### src/rtl/bin_to_bcd_scan_pkg.sv
// Shared types and constants for the binary-to-BCD converter and digit scanner.
// Also provides the digit-count helper used to validate WIDTH/DIGITS pairings.
package bin_to_bcd_scan_pkg;

   typedef enum logic [1:0] {
      IDLE  = 2'd0,
      SHIFT = 2'd1,
      DONE  = 2'd2
   } state_t;

   localparam logic [3:0] BCD_BLANK = 4'hF;

   // Smallest digit count d with 10^d > 2^width (valid for width < 64).
   function automatic int req_digits(input int width);
      longint unsigned p2;
      longint unsigned p10;
      int d;
      p2  = 64'd1 << width;
      p10 = 64'd10;
      d   = 1;
      while (p10 <= p2) begin
         p10 = p10 * 64'd10;
         d   = d + 1;
      end
      return d;
   endfunction

endpackage

### src/rtl/bcd_dabble_adjust.sv
// Double-dabble correction: adds 3 to every BCD nibble that is 5 or more,
// so the following left shift carries correctly into the next decade.
module bcd_dabble_adjust
   import bin_to_bcd_scan_pkg::*;
#(
   parameter int DIGITS = 5
) (
   input  logic [4*DIGITS-1:0] bcd_in,
   output logic [4*DIGITS-1:0] bcd_out
);

   for (genvar i = 0; i < DIGITS; i++) begin : g_nib
      assign bcd_out[4*i +: 4] = (bcd_in[4*i +: 4] >= 4'd5) ? (bcd_in[4*i +: 4] + 4'd3)
                                                           : bcd_in[4*i +: 4];
   end

endmodule

### src/rtl/bin_to_bcd_scan.sv
// Sequential binary-to-BCD converter feeding a multiplexed 7-segment decoder:
// one bit per cycle double-dabble, held display register, free-running digit scan.
module bin_to_bcd_scan
   import bin_to_bcd_scan_pkg::*;
#(
   parameter int WIDTH    = 16,
   parameter int DIGITS   = 5,
   parameter int SCAN_DIV = 50000
) (
   input  logic              clk,
   input  logic              rst,
   input  logic              in_valid,
   output logic              in_ready,
   input  logic [WIDTH-1:0]  in_value,
   input  logic              blank_lz,
   output logic              conv_done,
   output logic [3:0]        bcd,
   output logic [DIGITS-1:0] digit_sel
);

   localparam int BW = 4 * DIGITS;
   localparam int SW = WIDTH + BW;
   localparam int CW = (WIDTH > 1) ? $clog2(WIDTH) : 1;
   localparam int IW = (DIGITS > 1) ? $clog2(DIGITS) : 1;
   localparam int PW = (SCAN_DIV > 1) ? $clog2(SCAN_DIV) : 1;

   if (DIGITS < req_digits(WIDTH)) begin : g_bad_digits
      $error("bin_to_bcd_scan: DIGITS too small for WIDTH");
   end
   if (SCAN_DIV < 1) begin : g_bad_div
      $error("bin_to_bcd_scan: SCAN_DIV must be >= 1");
   end

   state_t          state;
   state_t          state_n;
   logic [SW-1:0]   scratch;
   logic [CW-1:0]   cnt;
   logic [BW-1:0]   display;
   logic [BW-1:0]   adjusted;
   logic [IW-1:0]   idx;
   logic [PW-1:0]   pre;
   logic            xfer;
   logic [3:0]      digits [DIGITS];
   logic [DIGITS-1:0] blank;
   logic            zero_above;

   assign xfer = in_valid && in_ready;

   bcd_dabble_adjust #(
      .DIGITS (DIGITS)
   ) u_adjust (
      .bcd_in  (scratch[SW-1:WIDTH]),
      .bcd_out (adjusted)
   );

   always_ff @(posedge clk) begin
      if (rst) state <= IDLE;
      else     state <= state_n;
   end

   always_comb begin
      state_n  = state;
      in_ready = 1'b0;
      unique case (state)
         IDLE: begin
            in_ready = 1'b1;
            if (in_valid) state_n = SHIFT;
         end
         SHIFT: begin
            if (cnt == CW'(WIDTH - 1)) state_n = DONE;
         end
         DONE: begin
            state_n = IDLE;
         end
         default: state_n = IDLE;
      endcase
   end

   // Conversion datapath: capture, adjust-and-shift, publish to display.
   always_ff @(posedge clk) begin
      if (rst) begin
         conv_done <= 1'b0;
         display   <= '0;
      end else begin
         conv_done <= (state == DONE);
         if (state == DONE) display <= scratch[SW-1:WIDTH];
      end
      if (xfer) begin
         scratch <= {{BW{1'b0}}, in_value};
         cnt     <= '0;
      end else if (state == SHIFT) begin
         scratch <= {adjusted, scratch[WIDTH-1:0]} << 1;
         cnt     <= cnt + CW'(1);
      end
   end

   // Scanner: independent of the FSM so the display keeps refreshing mid-conversion.
   always_ff @(posedge clk) begin
      if (rst) begin
         pre <= '0;
         idx <= '0;
      end else if (pre == PW'(SCAN_DIV - 1)) begin
         pre <= '0;
         idx <= (idx == IW'(DIGITS - 1)) ? '0 : idx + IW'(1);
      end else begin
         pre <= pre + PW'(1);
      end
   end

   always_comb begin
      blank      = '0;
      zero_above = 1'b1;
      for (int i = 0; i < DIGITS; i++) digits[i] = display[4*i +: 4];
      for (int i = DIGITS - 1; i >= 1; i--) begin
         zero_above = zero_above && (digits[i] == 4'd0);
         blank[i]   = blank_lz && zero_above;
      end
   end

   assign digit_sel = DIGITS'(1) << idx;
   assign bcd       = blank[idx] ? BCD_BLANK : digits[idx];

endmodule

### config.mk
export PLATFORM = sky130hd
export DESIGN_NAME = bin_to_bcd_scan
export DESIGN_NICKNAME = d
export VERILOG_FILES = /design/src/rtl/bin_to_bcd_scan_pkg.sv /design/src/rtl/bcd_dabble_adjust.sv /design/src/rtl/bin_to_bcd_scan.sv
export SDC_FILE = /design/constraint.sdc
export NUM_CORES = 1
export LEC_CHECK = 0
export CORE_MARGIN = 1.5
export CORE_UTILIZATION = 51
export CTS_BUF_LIST = sky130_fd_sc_hd__clkbuf_8
export CTS_CLUSTER_DIAMETER = 120
export DETAILED_ROUTE_END_ITERATION = 8
export GPL_ROUTABILITY_DRIVEN = 0
export PLACE_DENSITY = 0.79
export REMOVE_ABC_BUFFERS = 1
export SYNTH_ARGS = -nofsm -noshare
export SYNTH_HDL_FRONTEND = slang
export SYNTH_HIERARCHICAL = 1
export SYNTH_SLANG_ARGS = --single-unit
### constraint.sdc
create_clock -name clk -period 2.75 [get_ports clk]
set_input_delay 0.275 -clock clk [delete_from_list [all_inputs] [get_ports clk]]
set_output_delay 0.275 -clock clk [all_outputs]
set_load 0.005 [all_outputs]
==> reports/qor.csv <==
metric,value,unit
status,"complete, no violations",
coreArea,7410,um2
initial_core_util,53.6,%
worstHoldPathType,reg -> reg,
clock_path_buffers,2,
die_h,91.3,um
drt_iter0_drc,112,
nets,510,
hold_violations,0,
cts_setup_buffers,0,
irDropWorstVdd,401,uV
grt_pass1_vias,2874,
grt_usage,19.0,%
rsz0062_at_grt,false,
wl_met1,3.41,mm
syn-mean-instance-area,8.95,um2
finalCriticalPeriod,2610,ps
cp-end-kind,output port,
ant_nets,0,
cts.clk_slew.worst_paths,80,ps
max_slew_margin,48.5,%
wl,7.25,mm
finalSetupTns,0,ps
p_leak,1.68,nW
root_buffer,clkbuf_8,
syn_to_final_growth,15.3,%
netlist_instances,444,
dr.pass1.iters,4,
antenna_cells,0,
stdcell_count,577,
grt_max_degree,28,
cp_max_fo,8,
wl_met3,209,um
met2_length,3.50,mm
postCtsHoldBufs,0,
p_per_area,546,nW/um2
detailed_place_hpwl,5.09,mm
ctsResizeCount,0,
maxCapViolations,0,
drc,0,
cts_buffers,9,
finalPower,2.50,mW
max_freq,0.382,GHz
synth-warning-count,6,
boundaryPins,31,
drive_gt1_share,12.1,%
clock_latency,350,ps
setup_viol_count_final,0,
grt_remaining_overflow,0,
crit_arrival,2340,ps
worstPathRequired,2480,ps
routed_via_density,5.21,
syn_area,3970,um2
period_share,95.1,%
fin_skew,8.34,ps
critPathKind,reg -> out,
cts_tree,built,
slew_viol_final,0,
die-area,8330,um2
vias,3004,
antenna_found_initial,0,
tightest_slew,773,ps
rows,31,
top_layer,met4,
wl_per_cell,12.6,um
cts_sinks,82,
io_buffer_count,30,
dp_cells,561,
die_x,91.3,um
grt_pass1_wl,12.7,mm
start_kind,flip-flop,
htreeDepth,3,
through the flow:
step / util [%] / setup slack [ps] / instance area (um2) / hold slack [ps]
after floorplan: - / 462 / 3860 / 344
after global placement: 58.7 / 588 / 4350 / 458
after detailed placement: 58.7 / 513 / 4350 / 450
after CTS: 61.8 / 115 / 4580 / 465
after global routing: 61.8 / 34.9 / 4580 / 494
final: 61.8 / 136 / 4580 / 472
power by group:
part / switching [mW] / internal, mW / leakage (nW)
clock: 0.423 / 0.596 / 0.126
combinational: 0.0872 / 0.0877 / 0.864
sequential: 0.0263 / 1.28 / 0.692
total: 0.537 / 1.96 / 1.68
worst max-delay path, cell delays in order (launching register included):
cell,delay [ps]
dfxtp_1,380
or4_4,550
a211oi_2,250
o2111ai_2,170
nand2_1,110
clkdlybuf4s50_1,520
sequential cells by signal (all words and copies together) (netlist names):
name / flops
idx: 3
cnt: 4
display: 20
state: 2
scratch: 36
conv_done: 1
pre: 16
placed cells by master (no fill, tap or decap), types with 8 or more instances in the layout:
cell type / instances
clkdlybuf4s50_1: 30
inv_1: 18
mux2i_1: 8
ha_1: 17
dfxtp_1: 65
edfxtp_1: 16
a21oi_1: 42
mux2_2: 15
buf_4: 8
nand2_1: 112
xnor2_1: 18
nor2_1: 34
clkbuf_8: 9
nand2b_1: 13
final timing paths:
kind,cells after the start,end,start,slack [ps]
worst max-delay path,5,bcd[2],idx[2],140
worst min-delay path,2,display[13],display[13],470
worst max register to register,5,pre[6],pre[0],820
worst min register to register,2,display[13],display[13],470
layer usage:
layer,track usage [%],vias to the layer above
met5,0,-
met4,8.98,0
met3,3.85,11
met2,32.1,45
met1,23.1,1402
li1,-,1546
cell type report:
type                            count  area, um2
Sequential cell                    82       1800
Tap cell                           99        124
Fill cell                         602       2830
Clock inverter                      7        109
Clock buffer                        9        124
Multi-Input combinational cell    326       2000
Timing Repair Buffer               38        360
Inverter                           16       60.1
(Power assumes the default switching activity.)
